### src/rtl/bayer_pattern_gen.sv
// Bayer BGGR test-pattern source: control packet, raster, blanking per frame.
// Ports: clk/rst, enable, pattern_sel, cfg_width/height, source_*, control_out_*, frame_done.
module bayer_pattern_gen #(
  parameter int W     = 1920,
  parameter int H     = 1080,
  parameter int BLANK = 16
) (
  input  logic        clk,
  input  logic        rst,
  input  logic        enable,
  input  logic [1:0]  pattern_sel,
  input  logic [15:0] cfg_width,
  input  logic [15:0] cfg_height,
  output logic [7:0]  source_data,
  output logic        source_valid,
  input  logic        source_ready,
  output logic [35:0] control_out_data,
  output logic        control_out_valid,
  output logic        frame_done
);

  typedef enum logic [1:0] {
    S_IDLE, S_CTRL, S_ACTIVE, S_BLANK
  } state_t;

  state_t      r_state, w_state_nxt;
  logic [15:0] r_x, w_x_nxt;
  logic [15:0] r_y, w_y_nxt;
  logic [15:0] r_w, w_w_nxt;
  logic [15:0] r_h, w_h_nxt;
  logic [1:0]  r_mode, w_mode_nxt;
  logic [7:0]  r_fcnt, w_fcnt_nxt;
  logic [15:0] r_bcnt, w_bcnt_nxt;
  logic [7:0]  r_data, w_data_nxt;
  logic        r_valid, w_valid_nxt;
  logic        r_cv, w_cv_nxt;
  logic [35:0] r_cdata, w_cdata_nxt;
  logic        r_done, w_done_nxt;
  logic        w_go;
  logic [15:0] w_eff_w, w_eff_h;
  logic [15:0] w_nx, w_ny;

  // Pixel value from the low byte of the coordinates; cube = {y[0],x[0]}.
  function automatic logic [7:0] f_pix(
    input logic [1:0] m,
    input logic [7:0] x,
    input logic [7:0] y,
    input logic [7:0] fc
  );
    logic [7:0] v;
    case (m)
      2'd0: begin
        case ({y[0], x[0]})
          2'b00:   v = 8'h40;
          2'b11:   v = 8'hC0;
          default: v = 8'h80;
        endcase
      end
      2'd1:    v = x;
      2'd2:    v = y;
      default: v = x + y + fc;
    endcase
    return v;
  endfunction

  assign w_eff_w = (cfg_width  == 16'd0) ? 16'(W) : cfg_width;
  assign w_eff_h = (cfg_height == 16'd0) ? 16'(H) : cfg_height;

  always_comb begin
    w_state_nxt = r_state;
    w_x_nxt     = r_x;
    w_y_nxt     = r_y;
    w_w_nxt     = r_w;
    w_h_nxt     = r_h;
    w_mode_nxt  = r_mode;
    w_fcnt_nxt  = r_fcnt;
    w_bcnt_nxt  = r_bcnt;
    w_data_nxt  = r_data;
    w_valid_nxt = r_valid;
    w_cv_nxt    = 1'b0;
    w_cdata_nxt = r_cdata;
    w_done_nxt  = 1'b0;
    w_go        = 1'b0;
    w_nx        = r_x + 16'd1;
    w_ny        = r_y;
    case (r_state)
      S_IDLE: begin
        w_valid_nxt = 1'b0;
        w_go        = enable;
      end
      S_CTRL: begin
        w_state_nxt = S_ACTIVE;
        w_x_nxt     = 16'd0;
        w_y_nxt     = 16'd0;
        w_valid_nxt = 1'b1;
        w_data_nxt  = f_pix(r_mode, 8'd0, 8'd0, r_fcnt);
      end
      S_ACTIVE: begin
        if (r_valid && source_ready) begin
          if (r_x == r_w - 16'd1) begin
            w_nx = 16'd0;
            w_ny = r_y + 16'd1;
          end
          if (r_x == r_w - 16'd1 && r_y == r_h - 16'd1) begin
            w_state_nxt = S_BLANK;
            w_valid_nxt = 1'b0;
            w_done_nxt  = 1'b1;
            w_fcnt_nxt  = r_fcnt + 8'd1;
            w_bcnt_nxt  = 16'd0;
          end else begin
            w_x_nxt    = w_nx;
            w_y_nxt    = w_ny;
            w_data_nxt = f_pix(r_mode, w_nx[7:0],
                               w_ny[7:0], r_fcnt);
          end
        end
      end
      default: begin
        w_bcnt_nxt = r_bcnt + 16'd1;
        if (r_bcnt == 16'(BLANK - 1)) begin
          w_state_nxt = S_IDLE;
          w_go        = enable;
        end
      end
    endcase
    // Frame boundary: relatch geometry/mode and emit the control packet.
    if (w_go) begin
      w_state_nxt = S_CTRL;
      w_w_nxt     = w_eff_w;
      w_h_nxt     = w_eff_h;
      w_mode_nxt  = pattern_sel;
      w_cv_nxt    = 1'b1;
      w_cdata_nxt = {w_eff_w, w_eff_h, 4'h0};
    end
  end

  always_ff @(posedge clk or posedge rst) begin
    if (rst) begin
      r_state <= S_IDLE;
      r_x     <= 16'd0;
      r_y     <= 16'd0;
      r_w     <= 16'(W);
      r_h     <= 16'(H);
      r_mode  <= 2'd0;
      r_fcnt  <= 8'd0;
      r_bcnt  <= 16'd0;
      r_data  <= 8'd0;
      r_valid <= 1'b0;
      r_cv    <= 1'b0;
      r_cdata <= {16'(W), 16'(H), 4'h0};
      r_done  <= 1'b0;
    end else begin
      r_state <= w_state_nxt;
      r_x     <= w_x_nxt;
      r_y     <= w_y_nxt;
      r_w     <= w_w_nxt;
      r_h     <= w_h_nxt;
      r_mode  <= w_mode_nxt;
      r_fcnt  <= w_fcnt_nxt;
      r_bcnt  <= w_bcnt_nxt;
      r_data  <= w_data_nxt;
      r_valid <= w_valid_nxt;
      r_cv    <= w_cv_nxt;
      r_cdata <= w_cdata_nxt;
      r_done  <= w_done_nxt;
    end
  end

  assign source_data       = r_data;
  assign source_valid      = r_valid;
  assign control_out_valid = r_cv;
  assign control_out_data  = r_cdata;
  assign frame_done        = r_done;

endmodule

### config.mk
export PLATFORM = sky130hd
export DESIGN_NAME = bayer_pattern_gen
export DESIGN_NICKNAME = d
export VERILOG_FILES = /design/src/rtl/bayer_pattern_gen.sv
export SDC_FILE = /design/constraint.sdc
export NUM_CORES = 1
export LEC_CHECK = 0
export CAP_MARGIN = 20
export CORE_MARGIN = 3
export CORE_UTILIZATION = 44
export CTS_CLUSTER_DIAMETER = 100
export DETAILED_ROUTE_END_ITERATION = 16
export GPL_TIMING_DRIVEN = 0
export PLACE_DENSITY = 0.71
export SYNTH_ARGS = -nofsm -noshare
export SYNTH_HDL_FRONTEND = slang
export SYNTH_SLANG_ARGS = --single-unit
export TNS_END_PERCENT = 20
### constraint.sdc
create_clock -name clk -period 7.37 [get_ports clk]
set_clock_uncertainty 0.1 [all_clocks]
set_input_delay 1.1055 -clock clk [delete_from_list [all_inputs] [get_ports clk]]
set_output_delay 1.1055 -clock clk [all_outputs]
set_load 0.01 [all_outputs]
## Yosys cells after proc, flatten, opt, wreduce, memory -nomap -nowiden

Cells that the tools add are included.
W data, S select, Z words.

| word-level totals | value |
|---|---|
| bits of input ports | 38 |
| word-level logic and storage cells | 94 |
| flip-flop bits (word level) | 135 |
| output and inout port bits | 47 |

| cells by class | value |
|---|---|
| reduce and logical (&&, ||, !) cells | 19 |
| equal/unequal tests | 15 |
| mux-type cells | 37 |
| bitwise gates (word level) | 1 |
| add/sub/neg operators | 8 |

Operator list:

| kind | count |
|---|---|
| $mux W16 | 14 |
| $pmux W16 S2 | 3 |
| $add A16 B1 Y16 const B | 3 |
| $pmux W8 S2 | 3 |
| $eq A16 B16 Y1 | 2 |
| $logic_not A16 Y1 | 2 |
| $sub A16 B1 Y16 const B | 2 |
| $pmux W8 S3 | 1 |
| $add A8 B8 Y8 | 2 |
| $eq A16 B4 Y1 const B | 1 |
| $mux W8 | 2 |
| $reduce_and A3 Y1 | 4 |
| $ne A2 B2 Y1 const B | 5 |
| $add A8 B1 Y8 const B | 1 |
| $mux W2 | 4 |
| $reduce_and A4 Y1 | 2 |
| $mux W1 | 7 |
| $eq A2 B2 Y1 const B | 3 |
| $logic_not A2 Y1 | 3 |
| $ne A3 B3 Y1 const B | 2 |
| $pmux W2 S3 | 1 |
| $reduce_or A2 Y1 | 3 |
| $eq A2 B1 Y1 const B | 2 |
| $reduce_bool A4 Y1 | 1 |
| other kinds (6) | 7 |

## Logic depth before layout (Yosys ltp)

Gate-level depths: netlist (run 1).

| logic depth | value |
|---|---|
| word-level depth | 11 |
| mapped depth | 23 |
| gate-level depth less buffers | 22 |

## Worst setup path after synthesis (run 1)

OpenSTA, ideal clock, no wires.

| timing | value |
|---|---|
| path type | flip-flop to flip-flop |
| start point | register r_w[0] |
| end point | register r_data[7], in the netlist source_data[7] |
| required time | 7.136 ns |
| path buffers | 0 |
| path slack | 1.967 ns |
| data arrival time | 5.169 ns |
| period minus slack after synthesis | 5.403 ns |
| setup time | 0.134 ns |
| stages on the path, launching flop included | 23 |
| cell sequence | dfrtp_1 > inv_1 > ha_1 > and2b_1 > nand4_2 > or4_1 > o211ai_2 > nand4_1 > nor2_1 > mux2i_1 > fa_1 > inv_1 > ha_1 > fa_1 > a21o_1 > a21oi_1 > o21bai_1 > a21oi_1 > xnor2_1 > a2111oi_0 > or2_2 > nor4_1 > o21ai_0 |

| on the way | value |
|---|---|
| word-level cells in the longest chain between the ends | 11 |
| elaborated cells between the ends (all ways) | 20 |
| classes of those cells | add/sub: 3; eq/ne: 3; mux: 11; reduce/logical: 3 |

RTL lines:

| what | line | text |
|---|---|---|
| start, declared | 29 | `logic [15:0] r_w, w_w_nxt;` |
| start signal, assigned | 142 | `r_w <= 16'(W);` |
| start signal, assigned | 156 | `r_w <= w_w_nxt;` |
| $sub A16 B1 Y16 (*) | 100, 104 |  |
| $eq A16 B16 Y1 (*) | 100, 104 |  |
| $mux W16 | 100 | `if (r_x == r_w - 16'd1) begin` |
| $mux W16 | 99 | `if (r_valid && source_ready) begin` |
| $mux W16 | 86 | `case (r_state)` |
| $add A8 B8 Y8 (tied with other cells) | 61 | `default: v = x + y + fc;` |
| $add A8 B8 Y8 / $pmux W8 S2 (equally long branches) | 61, 53 |  |
| $pmux W8 S3 | 51 | `case (m)` |
| $mux W8 | 104 | `if (r_x == r_w - 16'd1 && r_y == r_h - 16'd1) begin` |
| $mux W8 | 99 |  |
| $pmux W8 S2 | 86 |  |
| end signal, assigned | 161 | `r_data <= w_data_nxt;` |
| end, declared | 34 | `logic [7:0] r_data, w_data_nxt;` |

Every way passes the cells marked *; elsewhere a longest branch is shown, timed or not. The select of a mux whose other input is x is not followed.
A chain may end at the register's enable or synchronous reset.

## Worst setup path after layout (run 1)

Same ends and word-level chain as after synthesis.

==> reports/qor.txt, run 1 <==
worst r2r src -> r_w[0]$_DFFE_PP0P_
HP Class -> flip-flop to flip-flop
Period minus WS final -> 6.327 ns
synthesis-to-layout area growth -> 20.39%
clk root buf -> clkbuf_16
Ports -> 85
setup TNS -> 0 ns
VDD IR-drop max -> 151.0 uV
worst skew pair latency -> 0.35 ns
Synth Area per Inst -> 8.295 um2
Clock Sinks -> 103
Top Family by Delay on Critical Path -> simple AND/OR/NAND/NOR gates
# rows -> 45
CTS H-tree lvls -> 3
Hold Path Cell Cnt -> 1
drt first-iter violations -> 577
antenna violations before repair -> 0
pwr dens -> 359.9 mW/mm2
CTS Buf Count -> 9
CORE AREA -> 0.01548 mm2
Die Width -> 133.0 um
Die Area -> 0.01770 mm2
CTS Hold Buffers Added -> 0
DP Wirelength -> 14700 um
share of layout cells above drive strength 1 -> 6.172%
wire per inst -> 16.70 um
Setup Viol. Count Final -> 0
Design Power -> 0.003077 W
leak pwr -> 3.569 nW
cells after synthesis -> 856
Post-Route Utilization -> 55.21%
drt first pass iters -> 5
Reg2Reg Capture Point -> source_data[7]$_DFFE_PP0P_
Cell Area, Synth -> 0.007101 mm2
largest net degree at the start of global routing -> 66
clock slew seen by the registers of the worst setup and hold paths -> 0.07 ns
Yosys warnings -> 0
ys flop type -> dfrtp_1
fin worst setup slack -> 1.043 ns
Die H -> 133.0 um
Max Cap Viol -> 0
Worst Tran Pin Value -> 0.9505 ns
Final Max Slew Viols -> 0
Final Cycle Share -> 85.85%
drt via density -> 5.762
CP endpoint kind -> flip-flop
CTS tree -> done
RSZ-0062 raised after global routing -> no
drt total wl -> 19490 um
Critical Path Start Type -> flip-flop
reg2reg setup slack -> 1.04 ns
worst-path cell chain -> inv_1 -> ha_1 -> and2b_1 -> nand4_2 -> or4_1 -> o211ai_2 -> nand4_1 -> nor2_1 -> mux2i_1 -> fa_1 -> inv_1 -> ha_1 -> fa_1 -> a21o_1 -> a21oi_1 -> o21bai_1 -> a21oi_1 -> xnor2_1 -> a2111oi_0 -> or2_2 -> nor4_1 -> o21ai_0
WHS -> 0.4024 ns
ys async rst share -> 100.0%
Post-synth EDFFs -> 0
global router's overall resource usage -> 22.31%
CTS Buffer Depth -> 2
Critical-path top delay cell -> or4_1
Setup CP Type -> flip-flop to flip-flop
Starting Density -> 45.86%
CP Max Fanout -> 8
outcome -> complete, no violations
final hold vios -> 0
gp weighted congestion -> 0.8858
Req. time, crit path -> 7.49 ns
Netlist cell types -> 79
slew margin rel. -> 35.77%
cells on worst reg2reg path -> 22
Filler Cell Count -> 1412
Crit path largest cell delay -> 0.56 ns
ANT cells -> 0
post-synthesis sequential area ratio -> 36.44%
hold path startpoint -> r_x[15]$_DFFE_PP0P_
global-route wire length before repair -> 32170 um
total grt overflow -> 0
final antenna-violating net count -> 0
worst path buffer plus inverter count -> 2
I/O Buffers -> 80
Post-CTS Setup Bufs -> 0
final layout net count -> 1014
crit path DAT -> 6.45 ns
Max Clk Rate -> 158.1 MHz
vias -> 6724
via count of the first global-routing pass -> 6329
worst hold endpoint -> r_x[15]$_DFFE_PP0P_
number of synthesized register bits -> 103
Setup WS pre-CTS -> 1.163 ns
drt drc -> 0
post-CTS resize count -> 0
-- where the power goes --
group / switching (W) / leakage (nW) / internal, W
Combinational: 0.000848 / 2.11 / 0.000674
Sequential: 0.000244 / 1.29 / 0.000753
Clock: 0.000216 / 0.167 / 0.000341
Total: 0.00131 / 3.57 / 0.00177
-- layout by cell type (no fill, tap or decap), types with 34 or more instances in the layout --
master and count:
nand3_1 38, inv_1 38, a21oi_1 37, nand2_1 133, clkdlybuf4s50_1 80, xnor2_1 40
clkbuf_1 34, o21ai_0 70, dfrtp_1 95, nor2_1 58
-- Yosys cell counts (all sizes together) (17+ instances only) --
| master | number | area, um2 |
|---|---|---|
| o21ai | 72 | 360.3 |
| dfrtp | 95 | 2377 |
| ha | 17 | 212.7 |
| nor3 | 29 | 172.7 |
| nor2 | 58 | 217.7 |
| a21oi | 37 | 185.2 |
| nand3 | 38 | 190.2 |
| xnor2 | 40 | 350.3 |
| clkbuf | 32 | 120.1 |
| and3 | 20 | 125.1 |
| nand2 | 135 | 516.8 |
| nor4 | 21 | 150.2 |
| xor2 | 23 | 201.4 |
| inv | 39 | 146.4 |
-- cell families after synthesis --
logic type               count (synthesis)  share of synthesized area (%)
multiplexers                             7                          1.022
AND/OR/NAND/NOR                        385                          27.81
buffers and inverters                   83                          4.828
adder cells (fa/ha/maj)                 25                          5.251
XOR/XNOR                                63                          7.771
flip-flops                             103                          36.44
other                                    1                        0.05281
AO/OA/AOI/OAI                          189                          16.83
-- registers in the layout, indices dropped and copies added, names as in the netlist --
| register | cells |
|---|---|
| source_valid | 1 |
| r_x | 16 |
| r_h | 15 |
| r_mode | 2 |
| control_out_data | 1 |
| r_bcnt | 16 |
| control_out_valid | 1 |
| r_y | 16 |
| source_data | 8 |
| frame_done | 1 |
| r_fcnt | 8 |
| r_w | 16 |
| r_state | 2 |
-- routing by layer --
layer  global-route usage, %  wire [um]  up-vias
met2                   34.09       8650      218
met5                       0          0        -
met4                   8.083        503        0
met3                   3.840       1305       39
li1                        -          -     3241
met1                   31.82       9032     3226
-- through the flow --
step	instance area [um2]	cells
final	8548	1167
after global routing	8548	1167
after CTS	8548	1167
after detailed placement	8207	1151
after global placement	8177	1150
after floorplan	7112	859
-- worst max-delay path by stage --
stage	from	endpoint	cells past startpoint
after global placement	r_w[0]$_DFFE_PP0P_	source_data[7]$_DFFE_PP0P_	22
after detailed placement	r_w[0]$_DFFE_PP0P_	source_data[7]$_DFFE_PP0P_	22
final	r_w[0]$_DFFE_PP0P_	source_data[7]$_DFFE_PP0P_	22
after floorplan	r_w[0]$_DFFE_PP0P_	source_data[7]$_DFFE_PP0P_	22
after global routing	r_w[0]$_DFFE_PP0P_	source_data[7]$_DFFE_PP0P_	22
after CTS	r_w[0]$_DFFE_PP0P_	source_data[7]$_DFFE_PP0P_	22
-- cell type report --
type | instances | area, um2 | share of cell area [%]
plain buffers | 43 | 192.7 | 2.254
flip-flops and latches | 103 | 2587 | 30.27
clock inverters | 4 | 95.09 | 1.112
multi-input cells | 673 | 4182 | 48.92
clock buffers | 12 | 246.5 | 2.883
well taps | 211 | 264.0 | 3.088
inverters | 40 | 152.6 | 1.786
repair buffers | 81 | 828.3 | 9.690
No activity file was read; power rests on OpenSTA's default activity.
==> run 2: changes to the inputs <==
--- a/config.mk
+++ b/config.mk
@@ -12,6 +12,7 @@
 export DETAILED_ROUTE_END_ITERATION = 16
 export GPL_TIMING_DRIVEN = 0
 export PLACE_DENSITY = 0.71
+export SETUP_SLACK_MARGIN = 0.1
 export SYNTH_ARGS = -nofsm -noshare
 export SYNTH_HDL_FRONTEND = slang
 export SYNTH_SLANG_ARGS = --single-unit
==> results of run 2 <==
The final DEF is identical to that of run 1; final timing and power are the same.
